### src/rtl/uart_tx_arbiter.sv
// Round-robin arbiter that shares one UART byte transmitter among NUM_REQ requesters,
// issuing a one-cycle start, tracking the done level and recovering via a watchdog.
module uart_tx_arbiter #(
  parameter int unsigned NUM_REQ        = 4,
  parameter int unsigned DATA_W         = 8,
  parameter int unsigned TIMEOUT_CYCLES = 8191
) (
  input  logic                       clk,
  input  logic                       reset,
  input  logic [NUM_REQ-1:0]         req,
  input  logic [NUM_REQ*DATA_W-1:0]  req_data,
  output logic [NUM_REQ-1:0]         ack,
  output logic [NUM_REQ-1:0]         done,
  output logic                       timeout_err,
  output logic                       busy,
  output logic [$clog2(NUM_REQ)-1:0] grant_id,
  output logic                       tx_start,
  output logic [DATA_W-1:0]          tx_data,
  input  logic                       tx_done
);

  localparam int unsigned ID_W = $clog2(NUM_REQ);
  localparam int unsigned WD_W = $clog2(TIMEOUT_CYCLES + 1);

  typedef enum logic [1:0] {IDLE, ISSUE, WAIT_CLR, WAIT_DONE} state_t;

  state_t              state, state_nxt;
  logic [ID_W-1:0]     rr_ptr, rr_nxt, rr_inc_c;
  logic [WD_W-1:0]     wd_cnt, wd_nxt;
  logic [NUM_REQ-1:0]  ack_nxt, done_nxt;
  logic                timeout_nxt, busy_nxt, tx_start_nxt;
  logic [ID_W-1:0]     grant_nxt;
  logic [DATA_W-1:0]   data_nxt;
  logic [ID_W-1:0]     pick_c;
  logic                pick_vld_c;
  logic                wd_expired_c;
  int unsigned         idx_c;
  logic [DATA_W-1:0]   data_arr [NUM_REQ];

  for (genvar g = 0; g < NUM_REQ; g++) begin : g_unpack
    assign data_arr[g] = req_data[g*DATA_W +: DATA_W];
  end

  assign rr_inc_c     = (32'(grant_id) == NUM_REQ - 1) ? '0 : grant_id + ID_W'(1);
  assign wd_expired_c = (wd_cnt >= WD_W'(TIMEOUT_CYCLES - 1));

  // First requester at or after rr_ptr, wrapping modulo NUM_REQ.
  always_comb begin
    pick_c     = '0;
    pick_vld_c = 1'b0;
    idx_c      = 0;
    for (int unsigned off = 0; off < NUM_REQ; off++) begin
      idx_c = (32'(rr_ptr) + off) % NUM_REQ;
      if (!pick_vld_c && req[ID_W'(idx_c)]) begin
        pick_vld_c = 1'b1;
        pick_c     = ID_W'(idx_c);
      end
    end
  end

  // State and registered outputs.
  always_ff @(posedge clk or posedge reset) begin
    if (reset) begin
      state       <= IDLE;
      rr_ptr      <= '0;
      wd_cnt      <= '0;
      ack         <= '0;
      done        <= '0;
      timeout_err <= 1'b0;
      busy        <= 1'b0;
      grant_id    <= '0;
      tx_start    <= 1'b0;
      tx_data     <= '0;
    end else begin
      state       <= state_nxt;
      rr_ptr      <= rr_nxt;
      wd_cnt      <= wd_nxt;
      ack         <= ack_nxt;
      done        <= done_nxt;
      timeout_err <= timeout_nxt;
      busy        <= busy_nxt;
      grant_id    <= grant_nxt;
      tx_start    <= tx_start_nxt;
      tx_data     <= data_nxt;
    end
  end

  always_comb begin
    state_nxt = state;
    case (state)
      IDLE:      if (pick_vld_c) state_nxt = ISSUE;
      ISSUE:     state_nxt = WAIT_CLR;
      WAIT_CLR:  state_nxt = WAIT_DONE;
      WAIT_DONE: if (tx_done || wd_expired_c) state_nxt = IDLE;
      default:   state_nxt = IDLE;
    endcase
  end

  // tx_done wins over a simultaneous watchdog expiry; tx_done is ignored in WAIT_CLR (stale level).
  always_comb begin
    ack_nxt      = '0;
    done_nxt     = '0;
    timeout_nxt  = 1'b0;
    tx_start_nxt = 1'b0;
    busy_nxt     = (state_nxt != IDLE);
    grant_nxt    = grant_id;
    data_nxt     = tx_data;
    rr_nxt       = rr_ptr;
    wd_nxt       = wd_cnt;
    case (state)
      IDLE: begin
        if (pick_vld_c) begin
          grant_nxt = pick_c;
          data_nxt  = data_arr[pick_c];
        end
      end
      ISSUE: begin
        tx_start_nxt      = 1'b1;
        ack_nxt[grant_id] = 1'b1;
        wd_nxt            = '0;
      end
      WAIT_CLR: wd_nxt = wd_cnt + WD_W'(1);
      WAIT_DONE: begin
        wd_nxt = wd_cnt + WD_W'(1);
        if (tx_done) begin
          done_nxt[grant_id] = 1'b1;
          rr_nxt             = rr_inc_c;
        end else if (wd_expired_c) begin
          timeout_nxt = 1'b1;
          rr_nxt      = rr_inc_c;
        end
      end
      default: ;
    endcase
  end

endmodule

### config.mk
export PLATFORM = sky130hd
export DESIGN_NAME = uart_tx_arbiter
export DESIGN_NICKNAME = d
export VERILOG_FILES = /design/src/rtl/uart_tx_arbiter.sv
export SDC_FILE = /design/constraint.sdc
export NUM_CORES = 1
export LEC_CHECK = 0
export CAP_MARGIN = 20
export CORE_ASPECT_RATIO = 1.4
export CORE_MARGIN = 4
export CORE_UTILIZATION = 41
export CTS_CLUSTER_SIZE = 25
export DETAILED_ROUTE_END_ITERATION = 6
export GPL_ROUTABILITY_DRIVEN = 1
export PLACE_DENSITY = 0.78
export SLEW_MARGIN = 20
export SYNTH_ARGS = -nofsm -noshare
export SYNTH_HDL_FRONTEND = slang
export SYNTH_SLANG_ARGS = --single-unit
### constraint.sdc
create_clock -name clk -period 1.8 [get_ports clk]
set_clock_uncertainty 0.1 [all_clocks]
set_input_delay 0.27 -clock clk [delete_from_list [all_inputs] [get_ports clk]]
set_output_delay 0.27 -clock clk [all_outputs]
set_load 0.02 [all_outputs]
==> results.toml <==
[run_status]
status = "finished clean"

[clocking]
clk_latency_ns = 0.29
h-tree-depth = 2
tritoncts = "yes"
clk_pin_slew_ns = 0.08
root_buffer = "clkbuf_8"
cts_buffer_depth = 2
cts-buffers-inserted = 5
cts_sinks = 38
post_cts.repair.setup_buffers = 0

[timing]
hold_violations = 0
maxSlewHeadroom_pct = 71.9
setup_violations = 0
fin_crit_ns = 1.76
worstMarginPinSlew_ns = 0.421
maxSlewViolCount = 0
rsz0062_at_grt = "true"
max_clock_freq_mhz = 568
period_share_pct = 97.8
final.setup.tns_ns = 0
setup_ws_ns = 0.0397
whs_ns = 0.229

[routing]
drtPass1Iterations = 4
wl_per_cell_um = 14.0
vias = 1615
drtIter0Drc = 78
via_per_inst = 5.11
wirelength_mm = 4.43
drc = 0
ant_nets = 0

[yosys]
yosys-mux-area-fraction_pct = 11.2
ys.warnings.count = 0
synth_compound_area_share_pct = 13.1
synth-simple-area-share_pct = 17.8
synth_largest_area_cell = "dfrtp_1"
synth_edf_count = 0
synthXorXnorAreaFrac_pct = 0
synth-async-reset-ratio_pct = 100
synth_fa_ha_area_share_pct = 3.98
avgSynthCellArea_um2 = 11.0
ys_seq_area_share_pct = 50.4
synth_top_family_by_area = "simple AND/OR/NAND/NOR gates"
yosysMostFrequentCell = "dfrtp_1"
yosys.cell_types.count = 36
synth_common_cells = "dfrtp_1, mux2i_1, nand2_1"
ys.flop_type = "dfrtp_1"
netlist_instances = 172
syn_nets = 217
synth_area_um2 = 1890
synth_top_area_share_pct = 50.4
ys_ff_latch = 38
synth_area_leaders = "dfrtp_1, mux2i_1, ha_1"

[pwr]
clkPwrFrac_pct = 18.7
p_per_area_nw_per_um2 = 1290
p_leak_nw = 1.38
p_int_w = 0.00245
p_switching_w = 0.00131
seqPwrFrac_pct = 34.6
power_frac_comb_pct = 46.7
ir_drop_mv = 0.715
sw_frac_of_total_pct = 34.8

[floorplanning]
dieHeight_um = 88.3
dieWidth_um = 65.3
dieArea_um2 = 5770
io_pins = 60
fp.coreArea_um2 = 4340
initial_core_util_pct = 43.4
rows = 28

[grt]
grt_max_degree = 39
grt_overflow = 0
grt_pass1_wl_mm = 7.11
antenna_found_initial = 0
grt_pass1_vias = 1620
gr-usage-all-layers_pct = 16.0

[layout]
nFillCells = 348
drive_gt1_share_pct = 18.0
fin_cells = 316
diodes = 0
multi_input_area_um2 = 915
area_delta_synth_final_pct = 54.6
layout.nets = 300
seq_area_um2 = 952
final_util_pct = 67.2

[placed_design]
dpl.hpwl_mm = 3.20
globalplace.congestion = 0.762
numPortBuffers = 59
place_inst = 306
place_ws_ns = -0.310

[critical_path]
crit_path_start_kind = "flip-flop"
worstPathArrival_ns = 1.82
cp_max_fo = 8
endpoint_kind = "flip-flop"
crit_type = "flip-flop to flip-flop"
reg2reg_depth = 5
required_ns = 1.86

[hold_path]
hold_class = "input pin to asynchronous set/reset pin"

[job]
drv_cap = 0
kinds of logic after synthesis:
family                   Yosys count
adder cells (fa/ha/maj)            6
AND/OR/NAND/NOR                   59
multiplexers                      20
buffers and inverters             14
AO/OA/AOI/OAI                     35
flip-flops                        38
metrics by stage:
stage	power [W]	area, um2
6_report	0.00376	2920
5_1_grt	0.00400	2920
4_1_cts	0.00363	2820
3_5_place_dp	0.00291	2710
3_3_place_gp	0.00287	2710
2_1_floorplan	0.00219	1890
worst paths after layout:
path                       startpoint          to  slack (ns)
setup / recovery            rr_ptr[0]  tx_data[2]        0.04
hold / removal                  reset     done[2]        0.23
setup reg to reg            rr_ptr[0]  tx_data[2]        0.04
hold reg to reg            wd_cnt[12]  wd_cnt[12]        0.39
max in group asynchronous       reset   rr_ptr[0]        1.17
min in group clk               req[2]    state[0]        0.38
final cells by class:
| class | instances | area share (%) |
|---|---|---|
| clock inverter | 3 | 1.37 |
| multi-input combinational | 120 | 31.3 |
| tap | 60 | 2.57 |
| sequential | 38 | 32.6 |
| inverter | 7 | 0.901 |
| clock buffer | 5 | 2.36 |
| timing repair buffer | 83 | 28.8 |
power by group through the flow:
stage / Sequential [W] / Clock (W) / Combinational, W
5_1_grt: 0.00134 / 0.000757 / 0.00191
4_1_cts: 0.00129 / 0.000719 / 0.00162
3_5_place_dp: 0.00130 / 0 / 0.00161
3_3_place_gp: 0.00129 / 0 / 0.00158
2_1_floorplan: 0.00146 / 0 / 0.000736
6_report: 0.00130 / 0.000703 / 0.00175
repair_timing:
item / CTS / global route
resized for setup: 0 / 12
setup endpoints to repair: 0 / 9
hold buffers: 0 / 0
metal layers:
layer | share of wire (%) | GRT usage [%] | vias up
li1 | - | - | 791
met1 | 39 | 17.7 | 755
met3 | 8.1 | 5.59 | 8
met4 | 2.3 | 6.60 | 0
met5 | 0 | 0 | -
met2 | 51 | 27.9 | 61
critical path, stage by stage (launching register included):
cell	delay [ns]
dfrtp_2	0.46
o221a_4	0.28
o22ai_4	0.22
clkbuf_16	0.23
mux2i_1	0.20
o221ai_1	0.14
cell usage in the layout (no fill, tap or decap), types with 4 or more instances in the layout:
cell type and n:
nand2_1 17, buf_4 20, mux2i_1 17, clkdlybuf4s50_1 55, o31ai_1 4, ha_1 6, nand2b_1 4, o21ai_0 11
nand3_1 6, dfrtp_1 37, dlymetal6s2s_1 4, nand4_1 5, o221ai_1 8, and2_1 9, clkbuf_8 5, inv_1 7
o211ai_1 4, nor2_1 5
sequential cells by signal, indices dropped and copies added, names as in the netlist:
register and flops:
wd_cnt 13, tx_data 8, ack 4, done 4
grant_id 2, rr_ptr 2, state 2, busy 1
timeout_err 1, tx_start 1
Note: power is estimated with default switching activity, not from simulation.
